**config.mk**
```make
export PLATFORM = sky130hd
export DESIGN_NAME = servo_sweep_gen
export DESIGN_NICKNAME = d
export VERILOG_FILES = /design/src/rtl/servo_sweep_pkg.sv /design/src/rtl/sweep_dwell_counter.sv /design/src/rtl/servo_sweep_gen.sv
export SDC_FILE = /design/constraint.sdc
export NUM_CORES = 1
export LEC_CHECK = 0
export CORE_AREA = 2 2 39 41
export DETAILED_ROUTE_END_ITERATION = 10
export DIE_AREA = 0 0 41 43
export GPL_ROUTABILITY_DRIVEN = 1
export PLACE_DENSITY_LB_ADDON = 0.15
export SYNTH_ARGS = -nofsm -noshare
export SYNTH_HDL_FRONTEND = slang
export SYNTH_SLANG_ARGS = --single-unit
```
**constraint.sdc**
```tcl
create_clock -name clock -period 2.55 [get_ports clock]
set_clock_uncertainty 0.05 [all_clocks]
set_input_delay 0.3825 -clock clock [delete_from_list [all_inputs] [get_ports clock]]
set_output_delay 0.3825 -clock clock [all_outputs]
set_load 0.02 [all_outputs]
```
**src/rtl/servo_sweep_pkg.sv**
```systemverilog
// Shared types for the servo sweep generator: sweep FSM states and mode encodings.
package servo_sweep_pkg;

    typedef enum logic [1:0] {
        SOBE      = 2'd0,
        DESCE     = 2'd1,
        PARA_TOPO = 2'd2,
        PARA_BASE = 2'd3
    } estado_t;

    localparam logic MODO_TRIANGULO = 1'b0;
    localparam logic MODO_SERRA     = 1'b1;

endpackage

```
**src/rtl/sweep_dwell_counter.sv**
```systemverilog
// End-point dwell counter: cleared by load, advanced by step, saturates at TERM.
module sweep_dwell_counter #(
    parameter int TERM = 2,
    parameter int W    = $clog2(TERM + 1)
) (
    input  logic clock_i,
    input  logic zera_s_n_i,
    input  logic load_i,
    input  logic step_i,
    output logic tc_o
);

    logic [W-1:0] cnt_q;
    logic [W-1:0] cnt_d;

    assign tc_o = (cnt_q == W'(TERM));

    always_comb begin
        cnt_d = cnt_q;
        if (load_i) begin
            cnt_d = '0;
        end else if (step_i && !tc_o) begin
            cnt_d = cnt_q + W'(1);
        end
    end

    always_ff @(posedge clock_i) begin
        if (!zera_s_n_i) begin
            cnt_q <= '0;
        end else begin
            cnt_q <= cnt_d;
        end
    end

endmodule

```
**src/rtl/servo_sweep_gen.sv**
```systemverilog
// Triangle/sawtooth servo position sweep with top (meio) and period-end (fim) pulses.
// Defining SERVO_SWEEP_DWELL_EN adds a DWELL-step hold at each end point.
module servo_sweep_gen
    import servo_sweep_pkg::*;
#(
    parameter int N     = 3,
    parameter int MIN   = 0,
    parameter int MAX   = 7,
    parameter int DWELL = 2
) (
    input  logic         clock,
    input  logic         zera_s_n,
    input  logic         conta,
    input  logic         modo,
    output logic [N-1:0] value,
    output logic         sentido,
    output logic         meio,
    output logic         fim
);

    localparam logic [N-1:0] MIN_V = N'(MIN);
    localparam logic [N-1:0] MAX_V = N'(MAX);
    localparam logic [N-1:0] ONE_V = N'(1);

    if (MIN < 0 || MIN >= MAX || MAX > (2 ** N) - 1 || DWELL < 1) begin : g_param_check
        $error("servo_sweep_gen: illegal N/MIN/MAX/DWELL combination");
    end

    estado_t      state_q, state_d;
    logic [N-1:0] value_q, value_d;
    logic         sentido_q, sentido_d;
    logic         meio_q, meio_d;
    logic         fim_q, fim_d;

    logic [N-1:0] up_v;
    logic [N-1:0] dn_v;
    logic         go_up;
    logic         go_dn;
    logic         wrap;

    assign up_v = value_q + ONE_V;
    assign dn_v = value_q - ONE_V;

`ifdef SERVO_SWEEP_DWELL_EN
    logic cnt_load;
    logic cnt_step;
    logic cnt_tc;

    sweep_dwell_counter #(
        .TERM (DWELL)
    ) u_dwell (
        .clock_i    (clock),
        .zera_s_n_i (zera_s_n),
        .load_i     (cnt_load),
        .step_i     (cnt_step),
        .tc_o       (cnt_tc)
    );
`endif

    always_comb begin
        state_d   = state_q;
        value_d   = value_q;
        sentido_d = sentido_q;
        meio_d    = 1'b0;
        fim_d     = 1'b0;
        go_up     = 1'b0;
        go_dn     = 1'b0;
        wrap      = 1'b0;
`ifdef SERVO_SWEEP_DWELL_EN
        cnt_load  = 1'b0;
        cnt_step  = 1'b0;
`endif

        if (conta) begin
            // First pick the kind of move, then apply its common side effects below.
            case (state_q)
                SOBE, DESCE: begin
                    if (modo == MODO_SERRA) begin
                        if (value_q == MAX_V) wrap  = 1'b1;
                        else                  go_up = 1'b1;
                    end else if (state_q == SOBE) begin
                        if (value_q == MAX_V) go_dn = 1'b1;
                        else                  go_up = 1'b1;
                    end else begin
                        if (value_q == MIN_V) go_up = 1'b1;
                        else                  go_dn = 1'b1;
                    end
                end
`ifdef SERVO_SWEEP_DWELL_EN
                PARA_TOPO: begin
                    if (!cnt_tc)                   cnt_step = 1'b1;
                    else if (modo == MODO_SERRA)   wrap     = 1'b1;
                    else                           go_dn    = 1'b1;
                end
                PARA_BASE: begin
                    if (!cnt_tc) cnt_step = 1'b1;
                    else         go_up    = 1'b1;
                end
`endif
                default: state_d = SOBE;
            endcase

            if (go_up) begin
                value_d   = up_v;
                state_d   = SOBE;
                sentido_d = 1'b1;
                if (up_v == MAX_V) begin
                    meio_d = 1'b1;
                    if (modo == MODO_TRIANGULO) begin
                        state_d   = DESCE;
                        sentido_d = 1'b0;
                    end
`ifdef SERVO_SWEEP_DWELL_EN
                    state_d  = PARA_TOPO;
                    cnt_load = 1'b1;
`endif
                end
            end

            if (go_dn) begin
                value_d   = dn_v;
                state_d   = DESCE;
                sentido_d = 1'b0;
                if (dn_v == MIN_V) begin
                    fim_d     = 1'b1;
                    state_d   = SOBE;
                    sentido_d = 1'b1;
`ifdef SERVO_SWEEP_DWELL_EN
                    state_d  = PARA_BASE;
                    cnt_load = 1'b1;
`endif
                end
            end

            if (wrap) begin
                value_d   = MIN_V;
                state_d   = SOBE;
                sentido_d = 1'b1;
                fim_d     = 1'b1;
            end
        end
    end

    always_ff @(posedge clock) begin
        if (!zera_s_n) begin
            state_q   <= SOBE;
            value_q   <= MIN_V;
            sentido_q <= 1'b1;
            meio_q    <= 1'b0;
            fim_q     <= 1'b0;
        end else begin
            state_q   <= state_d;
            value_q   <= value_d;
            sentido_q <= sentido_d;
            meio_q    <= meio_d;
            fim_q     <= fim_d;
        end
    end

    assign value   = value_q;
    assign sentido = sentido_q;
    assign meio    = meio_q;
    assign fim     = fim_q;

endmodule

```
==> impl_results.md <==
* M2 GR Usage at 22.8%
* Worst-path cell chain: ha_1, ha_1, nor2_2, a311oi_4, mux2_4, o2111a_1
* Row count at 14
* Period utilisation layout at 80.1%
* Synth Instances at 54
* Final Critical Period at 2040 ps
* Peak Freq at 490 MHz
* Ys async rst share at 0%
* CP max FO at 5
* Post-synthesis register bit count at 7
* Area Overhead vs Synth at 27.7%
* PD cells at 453 nW/µm²
* Largest stage delay on the critical path at 410 ps
* Met1 Usage GRT at 16.1%
* Max-slew violations at 0
* Clock sinks at 7
* Initial antenna violation count at 0
* Chip width at 41 µm
* Nets at 79
* Post-Syn Nets at 65
* CTS Buffer Depth at 2
* Sw Ratio at 28.2%
* CP most frequent cell: ha_1
* Number of global-route vias before repair at 409
* Via density at 4.96
* Final setup violation count at 0
* Grt total ovfl at 0
* Crit path kind: reg2reg
* Critical-path top delay cell: dfxtp_1
* Final setup TNS at 0 ps
* Max-Cap Viols at 0
* Yosys cell types at 28
* WP data arrival at 2140 ps
* Met3 usage at 7.85%
* Clk root buf: clkbuf_4
* TritonCTS Buffers at 3
* Gpl congestion at 0.718
* Setup crit end kind: flop
* Peak VDD IR at 0.321 mV
* Design Power at 285 µW
* Ant diodes at 0
* Worst slew margin at 72.4%
* Number of synthesized flops with an enable pin at 0
* Routed wire length at 993 µm
* DR iter-0 viols at 1
* Clock transition at path regs at 50 ps
* Post-DP HPWL at 792 µm
* Drt drc at 0
* Leak pwr at 0.249 nW
* Initial Utilization at 35.5%
* Clock power share at 35.3%
* WL/cell at 12.0 µm
* Sequential-to-total area share from yosys stat at 28.5%
* Post-CTS setup buffers at 0
* First-pass GRT wire length at 1690 µm
* I/O pin cnt at 10
* Tot GR Track Use at 14.5%
* Core area at 1380 µm²
* DRT antenna net count at 0
* Yosys warns at 0
* H-tree levels at 1
* Unrepaired setup endpoints after global routing: no
* Area of the mapped netlist at 492 µm²
* # hold bufs at CTS at 0
* DR pass1 iterations at 4
* Psw at 80.1 µW
* Largest net degree at the start of global routing at 9
* Critical path buffer and inverter count at 0
* Prevailing post-synth register cell: dfxtp_1
* Status: completed
* Die Ht at 43 µm
* Worst Hold Class: reg2reg
* Share of total power in combinational logic at 22.3%
* Commonest non-fill, non-tap cell in the layout: clkdlybuf4s50_1
* Crit path max-delay family: compound AO/OA/AOI/OAI gates
* Resize count post-CTS at 0
* Fin. Hold Viols at 0
* Layout cell share with drive strength beyond 1 at 16.4%
* CTS tree: done
* Avg Inst Size Synth at 9.11 µm²
* GRT busiest layer: met2
* Most frequent cells in the layout: clkdlybuf4s50_1, nand2_1, ha_1, dfxtp_1, a21oi_1
* Reg power frac at 42.4%
* Worst endpoint required time at 2640 ps
* Startpoint types: flop
* Clock latency on the worst-skew pair at 250 ps
* Core Util, Final at 45.4%
* Port Buffer Count at 9
* Worst Tran Pin Value at 415 ps
* Worst hold margin at 493 ps
* Cell-internal power at 205 µW
* Die area at 1760 µm²
* DR vias at 412
-- area by class of cell --
| class | count | area, µm² |
|---|---|---|
| clock buffer | 4 | 26.3 |
| fill | 136 | 756 |
| inverter | 3 | 11.3 |
| multi-input combinational | 44 | 340 |
| sequential | 7 | 140 |
| tap | 16 | 20.0 |
| timing repair buffer | 9 | 90.1 |
-- power groups by stage --
stage	clock network, mW	logic (mW)	registers, mW
2_1_floorplan	0	0.0372	0.126
3_3_place_gp	0	0.0638	0.123
3_5_place_dp	0	0.0636	0.123
4_1_cts	0.104	0.0639	0.121
5_1_grt	0.112	0.0693	0.122
6_report	0.101	0.0633	0.121
-- layer usage --
metal	share of wire, %	vias up
li1	-	218
met4	0	0
met3	5.5	0
met2	48	8
met1	47	186
met5	0	-
-- worst reg2reg max path, cell delays in order (launching register included) --
cell and delay [ps]:
dfxtp_1 410, ha_1 220, ha_1 250, nor2_2 70, a311oi_4 370, mux2_4 340
o2111a_1 220
-- through the flow --
stage | area, µm² | std cells | setup slack (ps)
finish | 628 | 83 | 509
detailed placement | 602 | 79 | 444
floorplan | 492 | 54 | 550
global placement | 602 | 79 | 480
CTS | 628 | 83 | 511
global route | 628 | 83 | 399
-- cell usage after synthesis, types with 2 or more instances --
cell     instances  area share (%)
a21oi_1          4             4.1
dfxtp_1          7              28
ha_1             7              18
inv_1            2             1.5
nand2_1          7             5.3
nand3_1          2             2.0
nor2_1           3             2.3
xnor2_1          2             3.6
-- cell families (layout without fill, tap and decap cells) --
| logic type | after synthesis | in the layout | synth area share (%) |
|---|---|---|---|
| simple gates | 21 | 21 | 22.4 |
| xor+xnor | 2 | 2 | 3.56 |
| mux | 2 | 2 | 5.09 |
| compound gates | 12 | 12 | 20.4 |
| buf+inv | 3 | 16 | 2.29 |
| flops | 7 | 7 | 28.5 |
| fa+ha+maj | 7 | 7 | 17.8 |
-- flip-flops by register name, indices dropped and copies added, names as in the netlist --
register	count
sentido	1
state_q	1
fim	1
meio	1
value	3
-- final timing paths --
kind | slack, ps | from | depth (start not counted) | endpoint
worst max register to register | 510 | value[1] | 6 | state_q[0]
worst min register to register | 490 | value[0] | 2 | value[0]
worst max-delay path | 510 | value[1] | 6 | state_q[0]
worst min-delay path | 490 | value[0] | 2 | value[0]
Power figures use the tool's default switching activity.
